<file path="src/rtl/fibonacci_generator.sv">
// rtl/fibonacci_generator.sv - iterative F(n) producer with saturating overflow and done strobe
// Optional FIB_STREAM_EN adds term_valid_o/term_o streaming F(0)..F(n-1) during iteration.
module fibonacci_generator #(
  parameter int N_W   = 6,
  parameter int MAX_N = 47
) (
  input  logic           clk,
  input  logic           reset,
  input  logic           go_i,
  input  logic [N_W-1:0] idx_i,
  output logic [31:0]    fib_o,
  output logic           done_o,
  output logic           busy_o,
  output logic           overflow_o,
`ifdef FIB_STREAM_EN
  output logic           term_valid_o,
  output logic [31:0]    term_o,
`endif
  output logic [3:0]     stuckState
);

  typedef enum logic [3:0] {
    IDLE = 4'd0,
    LOAD = 4'd1,
    ITER = 4'd2,
    DONE = 4'd3
  } stateT;

  localparam logic [N_W-1:0] MAX_IDX = N_W'(MAX_N);

  stateT          state;
  logic [31:0]    fibA;
  logic [31:0]    fibB;
  logic [N_W-1:0] cnt;
  logic [N_W-1:0] nQ;

  assign stuckState = state;

  // done_o trails the DONE state by one cycle, so it is seen while the FSM is back in IDLE
  always_ff @(posedge clk or posedge reset) begin
    if (reset) begin
      state      <= IDLE;
      fibA       <= 32'd0;
      fibB       <= 32'd1;
      cnt        <= '0;
      nQ         <= '0;
      fib_o      <= 32'd0;
      done_o     <= 1'b0;
      busy_o     <= 1'b0;
      overflow_o <= 1'b0;
`ifdef FIB_STREAM_EN
      term_valid_o <= 1'b0;
      term_o       <= 32'd0;
`endif
    end else begin
      done_o <= (state == DONE);
`ifdef FIB_STREAM_EN
      term_valid_o <= 1'b0;
`endif
      case (state)
        IDLE: begin
          if (go_i) begin
            nQ     <= idx_i;
            state  <= LOAD;
            busy_o <= 1'b1;
          end
        end
        LOAD: begin
          fibA <= 32'd0;
          fibB <= 32'd1;
          cnt  <= '0;
          // overflow_o is only touched on entry to DONE so it stays paired with fib_o
          if (nQ > MAX_IDX) begin
            overflow_o <= 1'b1;
            fib_o      <= 32'hFFFF_FFFF;
            state      <= DONE;
          end else begin
            state <= ITER;
          end
        end
        ITER: begin
          if (cnt == nQ) begin
            fib_o      <= fibA;
            overflow_o <= 1'b0;
            state      <= DONE;
          end else begin
            fibA <= fibB;
            fibB <= fibA + fibB;
            cnt  <= cnt + 1'b1;
`ifdef FIB_STREAM_EN
            term_valid_o <= 1'b1;
            term_o       <= fibA;
`endif
          end
        end
        DONE: begin
          state  <= IDLE;
          busy_o <= 1'b0;
        end
        default: begin
          state  <= IDLE;
          busy_o <= 1'b0;
        end
      endcase
    end
  end

endmodule

</file>
<file path="config.mk">
export PLATFORM = sky130hd
export DESIGN_NAME = fibonacci_generator
export DESIGN_NICKNAME = d
export VERILOG_FILES = /design/src/rtl/fibonacci_generator.sv
export SDC_FILE = /design/constraint.sdc
export NUM_CORES = 1
export LEC_CHECK = 0
export ABC_AREA = 1
export CORE_ASPECT_RATIO = 2
export CORE_MARGIN = 4
export CORE_UTILIZATION = 60
export CTS_CLUSTER_DIAMETER = 150
export DETAILED_ROUTE_END_ITERATION = 12
export PLACE_DENSITY_LB_ADDON = 0.1
export SYNTH_ARGS = -nofsm -noshare
export SYNTH_HDL_FRONTEND = slang
export SYNTH_SLANG_ARGS = --single-unit
</file>
<file path="constraint.sdc">
create_clock -name clk -period 9 [get_ports clk]
set_input_delay 2.7 -clock clk [delete_from_list [all_inputs] [get_ports clk]]
set_output_delay 2.7 -clock clk [all_outputs]
set_load 0.01 [all_outputs]
</file>
==> results.toml, run 1 <==
[run_status]
status = "finished clean"

[worst_setup_path]
crit_path_cell_trace = "clkdlybuf4s50_1"
reg2reg_slack_ns = 6.47
path_max_fanout = 5
slowest_stage = "clkdlybuf4s50_1"
worstReg2RegStart = "fibB[0]"
criticalPathCategory = "reg -> out"
rr_worst_depth = 13
cp-endpoint = "stuckState[0]"
cp.arrival_ns = 1.41
cp.required_ns = 6.30
crit_family = "buffers and inverters"
crit_path_end_kind = "output port"
max_stage_delay_ns = 0.57
cp-start-kind = "flop"
path_buf_inv = 1
rr_endpoint = "fibB[24]"
worstSetupStartpoint = "stuckState[0]"
cp_num_cells = 1

[die]
core_sq_mm = 0.01135
pin_count = 48
die_area_sq_mm = 0.01351
die_x_microns = 84.21
dieHeight_microns = 160.4
num_rows = 55
initial_utilization = 0.6138

[placed_design]
hpwl_microns = 12930
pre_cts_slack_ns = 4.539
place_congestion = 0.9438
portBuffers = 45
dp.cells = 1160

[power]
power_density_mw_per_mm2 = 277.2
p_leak_nw = 4.469
ir_drop_mv = 0.4387

[drt]
wl_per_cell_microns = 14.55
routed-via-count = 6183
drtIter0Drc = 313
drt-total-wl_microns = 17350
ant_nets = 0
via_per_inst = 5.187
drc_errors = 0
dr.pass1.iters = 6

[timing]
fin_crit_sh = 0.4564
tns_ns = 0
max_slew_margin = 0.4845
tightest_slew_ns = 0.7733
rsz0062_at_grt = "no"
finalMaxSlewViolations = 0
fin_ws_ns = 4.892
fmax_mhz = 243.5
skew_ns = 0.008912
finalHoldViolCount = 0
final-setup-viol-count = 0
fin_crit_ns = 4.108

[global_route]
grt_usage = 0.2779
grt_pass1_vias = 6385
grt_pass1_wl_microns = 29640
antenna_found_initial = 0
grt_overflow = 0
grt_start_max_net_pins = 67

[clocking]
cts_root_buf = "clkbuf_16"
path_clk_slew_ns = 0.06
clockBufferDepth = 2
h-tree-depth = 4
post_cts_resized = 0
clock_latency_ns = 0.42
cts_setup_buffers = 0
cts_tree = "yes"
holdBufCountCts = 0
cts_sinks = 113
numCtsBuffers = 17

[synth]
synth_xor_area_frac = 0.01005
ys_types = 34
ys_seq_area_frac = 0.4059
synth_compound_gate_area_share = 0.1072
syn_area_sq_mm = 0.006969
synth_top_family_by_area = "simple AND/OR/NAND/NOR gates"
syn_inst = 994
muxShareOfSynthArea = 0.003232
ys_seq_elements = 113
syn-mean-instance-area_sq_um = 7.011
synthAdderAreaFrac = 0.06750
synth-simple-area-share = 0.2892
synth_warnings = 0

[layout]
drive_gt1_frac = 0.05524
antenna_cells = 0
final_common_cell = "nand2_1"
area_growth_pct = 14.67
finalNonFillerCells = 1192
mostFrequentLayoutCells = "372 x nand2_1, 157 x inv_1, 112 x dfrtp_1"
fin_nets = 1083

[min_path]
holdPathStages = 2
hold_path.class = "reg -> reg"

[flow_run]
drv_cap = 0
power by group:
part | total [mW] | switching [mW] | internal (mW)
sequential | 0.718 | 0.0780 | 0.640
combinational | 0.863 | 0.532 | 0.331
clock | 0.633 | 0.233 | 0.400
total | 2.21 | 0.843 | 1.37
synthesized netlist by cell type, drive strengths merged:
cell	n	area, sq um
a21o	1	7.510
a21oi	38	193.9
a31o	1	8.760
and3	1	6.260
buf	20	178.9
clkbuf	5	18.77
conb	1	3.750
dfrtp	112	2803
dfstp	1	26.28
fa	1	20.02
ha	36	450.4
inv	162	613.1
mux2	2	22.52
nand2	375	1425
nand3	47	240.2
nand3b	1	7.510
nand4	3	18.77
nor2	78	292.8
nor3	5	25.02
o21ai	89	490.5
o21bai	2	15.01
o22ai	5	31.28
xnor2	4	35.03
xor2	4	35.03
metal layers:
layer  GRT usage  routed length, microns  up-vias
li1            -                       -     3161
met5           0                       0        -
met4      0.1625                    1034        0
met2      0.5335                    9659      124
met3     0.05031                     497       63
met1      0.2656                    6155     2835
worst min path at each step:
stage | start | end | slack, ns
5_1_grt | fib_o[19] | fib_o[19] | 0.50
6_report | fib_o[18] | fib_o[18] | 0.48
2_1_floorplan | fibA[16] | fibA[16] | 0.47
3_5_place_dp | fib_o[17] | fib_o[17] | 0.47
3_3_place_gp | fib_o[13] | fib_o[13] | 0.46
4_1_cts | fib_o[17] | fib_o[17] | 0.48
flip-flops by register name, indices dropped and copies added (netlist names):
register and cells:
done_o 1, nQ 6, stuckState 2, overflow_o 1, fibA 32, cnt 6, fibB 32, busy_o 1
fib_o 32
stage by stage:
stage	instance area, sq um	power (mW)	hold slack [ns]	utilization
floorplan	6973	1.337	0.4706	-
global route	7991	2.379	0.5037	0.7038
detailed placement	7428	1.605	0.4673	0.6542
CTS	7991	2.241	0.4806	0.7038
finish	7991	2.215	0.4755	0.7038
global placement	7428	1.577	0.4633	0.6542
cells by family after synthesis:
group | after synthesis
other | 1
DFF | 113
adders and majority gates | 37
AOI/OAI and AO/OA | 136
and+or+nand+nor | 510
xor gates and xnor gates | 8
buffers and inverters | 187
muxes | 2
cell type report:
class                           instances  area [sq um]
Clock inverter                          9         85.08
Multi-Input combinational cell        695          3333
Tap cell                              142         177.7
Sequential cell                       113          2829
Inverter                              162         615.6
Clock buffer                           23         478.0
Fill cell                            1011          3363
Timing Repair Buffer                   48         473.0
Power figures use the tool's default switching activity.
==> run 2, diff against run 1 <==
- clock period: 9 -> 4.22 ns (I/O delays scaled with it)
==> run 2 against run 1 <==
Critical path depth is 7 higher. Wire length is 2.8% lower. Power is 120% higher. Core utilization increased by 0.40 points. Highest routed layer unchanged.
==> results.toml, run 2 (synthesis results as in run 1) <==
[timing]
fmax_mhz = 371.0
skew_ns = 0.01216
max_slew_margin = 0.4695
rsz0062_at_grt = "no"
finalHoldViolCount = 0
fin_ws_ns = 1.524
hold_slack_ns = 0.4772
tns_ns = 0
fin_crit_sh = 0.6388
final-setup-viol-count = 0
finalMaxSlewViolations = 0
tightest_slew_ns = 0.7929
fin_crit_ns = 2.696

[drt]
ant_nets = 0
drtIter0Drc = 341
routed-via-count = 6279
wl_per_cell_microns = 14.14
via_per_inst = 5.263
drt-total-wl_microns = 16870
drc_errors = 0
dr.pass1.iters = 5

[global_route]
grt_pass1_wl_microns = 28660
grt_start_max_net_pins = 60
grt_overflow = 0
antenna_found_initial = 0
grt_usage = 0.2656
grt_pass1_vias = 6271

[worst_setup_path]
worstSetupStartpoint = "stuckState[0]"
path_max_fanout = 37
crit_family = "buffers and inverters"
cp_num_cells = 8
path_common_cell = "o21ai_1"
max_stage_delay_ns = 0.60
cp-start-kind = "flop"
cp.required_ns = 4.55
worstReg2RegStart = "stuckState[0]"
slowest_stage = "nand2_2"
criticalPathCategory = "reg -> reg"
path_buf_inv = 3
crit_path_cell_trace = "inv_1 > ha_1 > inv_2 > o21ai_1 > nand2_2 > buf_4 > nand2_1 > o21ai_1"
rr_worst_depth = 8
crit_path_end_kind = "flop"
cp.arrival_ns = 3.02

[die]
die_x_microns = 84.21
initial_utilization = 0.6138
num_rows = 55
dieHeight_microns = 160.4
pin_count = 48
die_area_sq_mm = 0.01351
core_sq_mm = 0.01135

[clocking]
cts_tree = "yes"
numCtsBuffers = 17
h-tree-depth = 4
post_cts_resized = 0
cts_sinks = 113
clockBufferDepth = 2
cts_setup_buffers = 0
holdBufCountCts = 0
clock_latency_ns = 0.42
path_clk_slew_ns = 0.05
cts_root_buf = "clkbuf_16"

[placed_design]
dpl_cell_area_sq_mm = 0.007450
hpwl_microns = 12550
place_congestion = 0.9578
pre_cts_slack_ns = 1.520
portBuffers = 45

[flow_run]
drv_cap = 0

[min_path]
hold_path.class = "reg -> reg"
worstHoldStart = "fib_o[19]"
holdPathStages = 2

[layout]
drive_gt1_frac = 0.05614
area_growth_pct = 15.31
mostFrequentLayoutCells = "372 x nand2_1, 157 x inv_1, 112 x dfrtp_1"
antenna_cells = 0
stdcell_area_sq_mm = 0.008036
final_common_cell = "nand2_1"
largestRegisters = "fibA x32, fibB x32, fib_o x32"
fin_nets = 1084

[power]
power_density_mw_per_mm2 = 595.5
ir_drop_mv = 0.6921
p_leak_nw = 4.480

[run_status]
status = "finished clean"
run 2: cell count changes in the layout (fill, tap and decap cells not counted), sizes merged:
cell	previous run	this run
buf	3	4
clkinv	5	3
clkinvlp	3	5
bufinv	1	2
inv	162	161
run 2: worst register-to-register path: stages, from the launching register on:
cell	delay, ns
dfrtp_1	0.42
inv_1	0.09
ha_1	0.28
inv_2	0.56
o21ai_1	0.14
nand2_2	0.60
buf_4	0.36
nand2_1	0.07
o21ai_1	0.08
run 2: routing by layer:
layer	global-route usage	vias to the layer above	wire [microns]
met5	0	-	0
met4	0.1589	0	946
met3	0.04569	60	445
met2	0.4964	117	9199
met1	0.2666	2933	6277
li1	-	3169	-
run 2: final timing paths:
| check | end | slack, ns |
|---|---|---|
| setup / recovery | fib_o[7] | 1.52 |
| setup reg to reg | fib_o[7] | 1.52 |
| hold reg to reg | fib_o[19] | 0.48 |
| min in group asynchronous | fib_o[1] | 1.33 |
| hold / removal | fib_o[19] | 0.48 |
| max in group asynchronous | fibB[0] | 2.14 |
run 2: metrics by stage:
| step | utilization | std cells | power (mW) |
|---|---|---|---|
| global route | 0.7078 | 1193 | 5.104 |
| CTS | 0.7078 | 1193 | 4.839 |
| floorplan | - | 995 | 2.851 |
| detailed placement | 0.6561 | 1161 | 3.419 |
| finish | 0.7078 | 1193 | 4.786 |
| global placement | 0.6561 | 1161 | 3.374 |
run 2: where the power goes:
part	total [mW]	internal [mW]	switching, mW
clock	1.41	0.913	0.498
sequential	1.55	1.37	0.180
combinational	1.83	0.712	1.12
total	4.79	2.99	1.79
run 2: final cells by class:
cell class                      count  area, sq um
Clock buffer                       23        478.0
Multi-Input combinational cell    695         3333
Inverter                          162        616.8
Fill cell                         986         3318
Clock inverter                      9        108.9
Sequential cell                   113         2829
Tap cell                          142        177.7
Timing Repair Buffer               49        493.0
==> RTL edit: new RTL, config.mk and constraints of run 1 <==
Set the parameter `N_W` to 4 (it was 6).
--- a/src/rtl/fibonacci_generator.sv
+++ b/src/rtl/fibonacci_generator.sv
@@ -1,7 +1,7 @@
 // rtl/fibonacci_generator.sv - iterative F(n) producer with saturating overflow and done strobe
 // Optional FIB_STREAM_EN adds term_valid_o/term_o streaming F(0)..F(n-1) during iteration.
 module fibonacci_generator #(
-  parameter int N_W   = 6,
+  parameter int N_W   = 4,
   parameter int MAX_N = 47
 ) (
   input  logic           clk,
Interface: changed (resized idx_i); port bits go from 48 to 46. The function was not compared with the original's and may differ.
==> RTL edit against run 1 <==
- final area fell by 6.7%
- global-route usage decreased by 1.6 points
- synthesized area shrank 4.5%
- total power down 13%
- sequential cell count decreased by 4
- die area is 4.2% lower
- clock skew is 0.0074 ns higher
- wire length down 8.5%
- setup slack better by 0.031 ns
- clock power fell by 37%
- fmax up 0.77%
- critical path depth unchanged
- critical endpoint unchanged
- largest cell class unchanged
==> RTL edit: results (changes against run 1) <==
================================================================================
Proportion of layout cells with a drive suffix above 1 ............        2.94%   -2.6 points
Number of global-route vias before repair .........................         5639   -12%
Clk pin slew, worst setup/hold paths ..............................      0.08 ns   +0.02 ns
Net Switching .....................................................     0.786 mW   -6.8%
Adder and majority gate portion of the synthesized area ...........        7.07%   +0.32 points
Cell variety after synth ..........................................           29   -15%
End point of the most critical hold path .......................... fib_o[12]$_DFFE_PP0P_
Number of vias in the routed layout ...............................         5850   -5.4%
Crit path largest cell delay ......................................      0.58 ns
Port-buffer cells .................................................           43   -4.4%
Wire length of the first global-routing pass ......................      25.6 mm   -14%
Worst reg-to-reg setup slack ......................................      6.01 ns   -0.46 ns
Clock insertion delay at the later pin of the skew report .........      0.36 ns   -0.06 ns
Portion of netlist area occupied by mux cells .....................       0.338%   +0.015 points
Met1 layer usage reported by global route .........................        25.9%   -0.64 points
# H-tree levels ...................................................            3   -1
Most instantiated cells after synthesis ........................... nand2_1 (436), inv_1 (133), dfrtp_1 (108), nor2_1 (90), nand3_1 (39)
Worst slack at placement ..........................................      4.57 ns   +0.0269 ns
CTS buffer count ..................................................            9   -8
Startpoint of the lowest-slack register-to-register path .......... stuckState[0]$_DFFE_PP0P_
Relative slew slack ...............................................        44.3%   -4.2 points
Final estimated routing congestion in global placement ............         1.01   +7.0%
Proportion of synthesized chip area in sequential cells ...........        41.0%   +0.40 points
Pin count of the biggest net entering global routing ..............           71   +6.0%
Biggest area contributors in the synthesized netlist .............. dfrtp_1 (41%), nand2_1 (25%), inv_1 (7.5%)
First-pass detailed-route iteration total .........................            4   -2
Tcrit/Tclk final ..................................................        45.3%   -0.35 points
DRC marker count from the first detailed-route iteration ..........          258   -18%
Setup Buffers After CTS ...........................................            0   unchanged
Instance count of the mapped netlist ..............................          979   -1.5%
M2 GR Usage .......................................................        48.6%   -4.8 points
VDD IR max ........................................................     0.326 mV   -26%
Placed Cells incl. Taps ...........................................         1143   -1.5%
Outcome ........................................................... complete, no violations
Static Leakage ....................................................      4.32 nW   -3.3%
Layout Cells excl Fill ............................................         1159   -2.8%
Met3 track demand over resource in global routing .................        3.55%   -1.5 points
Smallest hold slack ...............................................     0.489 ns   +0.0132 ns
Post-Place Cell Area ..............................................  0.00715 mm2   -3.7%
CP Data Arrival Time ..............................................      1.38 ns   -0.03 ns
Hpwl dp ...........................................................      12.2 mm   -5.9%
Gr usage total ....................................................        26.1%   -1.6 points
Met1 layer wirelength in the final routing ........................      5.77 mm   -6.2%
Fillers ...........................................................          996   -1.5%
Path type of the worst min-delay path .............................   reg -> reg
Final WL ..........................................................      15.9 mm   -8.5%
Worst reg2reg endpoint ............................................ fib_o[13]$_DFFE_PP0P_
Met2 Wirelength ...................................................      8.78 mm   -9.1%
Worst clock skew on the final layout ..............................    0.0163 ns   +0.00739 ns
Hold_sp ........................................................... fib_o[12]$_DFFE_PP0P_
Met3 layer wire length in the routed design .......................       273 um   -45%
Share of the synthesized netlist area taken by xor and xnor gates .       0.921%   -0.084 points
Share of the synthesized area in compound gates (AO/OA/AOI/OAI) ...        6.35%   -4.4 points
================================================================================
## RTL edit: cell count changes after synthesis, moves of 5 or more
cell,before,now
a21oi_1,37,24
buf_6,11,5
inv_1,158,133
nand2_1,372,436
nand3_1,46,39
nand3b_1,1,6
nor2_1,78,90
o21ai_0,39,26
o21ai_1,38,30
o21ai_2,12,0
o22ai_1,5,0
## RTL edit: layout make-up
class | instances | area, um2 | area share (%)
multi-input combinational | 712 | 3270 | 43.9
inverter | 134 | 505 | 6.78
clock inverter | 7 | 77.6 | 1.04
sequential | 109 | 2730 | 36.6
timing repair buffer | 48 | 468 | 6.28
clock buffer | 9 | 225 | 3.02
tap | 140 | 175 | 2.35
## RTL edit: power groups by stage
stage          Clock [mW]  Combinational (mW)  Sequential [mW]
2_1_floorplan           0               0.552            0.734
3_3_place_gp            0               0.833            0.696
3_5_place_dp            0               0.847            0.702
4_1_cts             0.406               0.851            0.693
5_1_grt             0.425               0.939            0.707
6_report            0.398               0.838            0.692
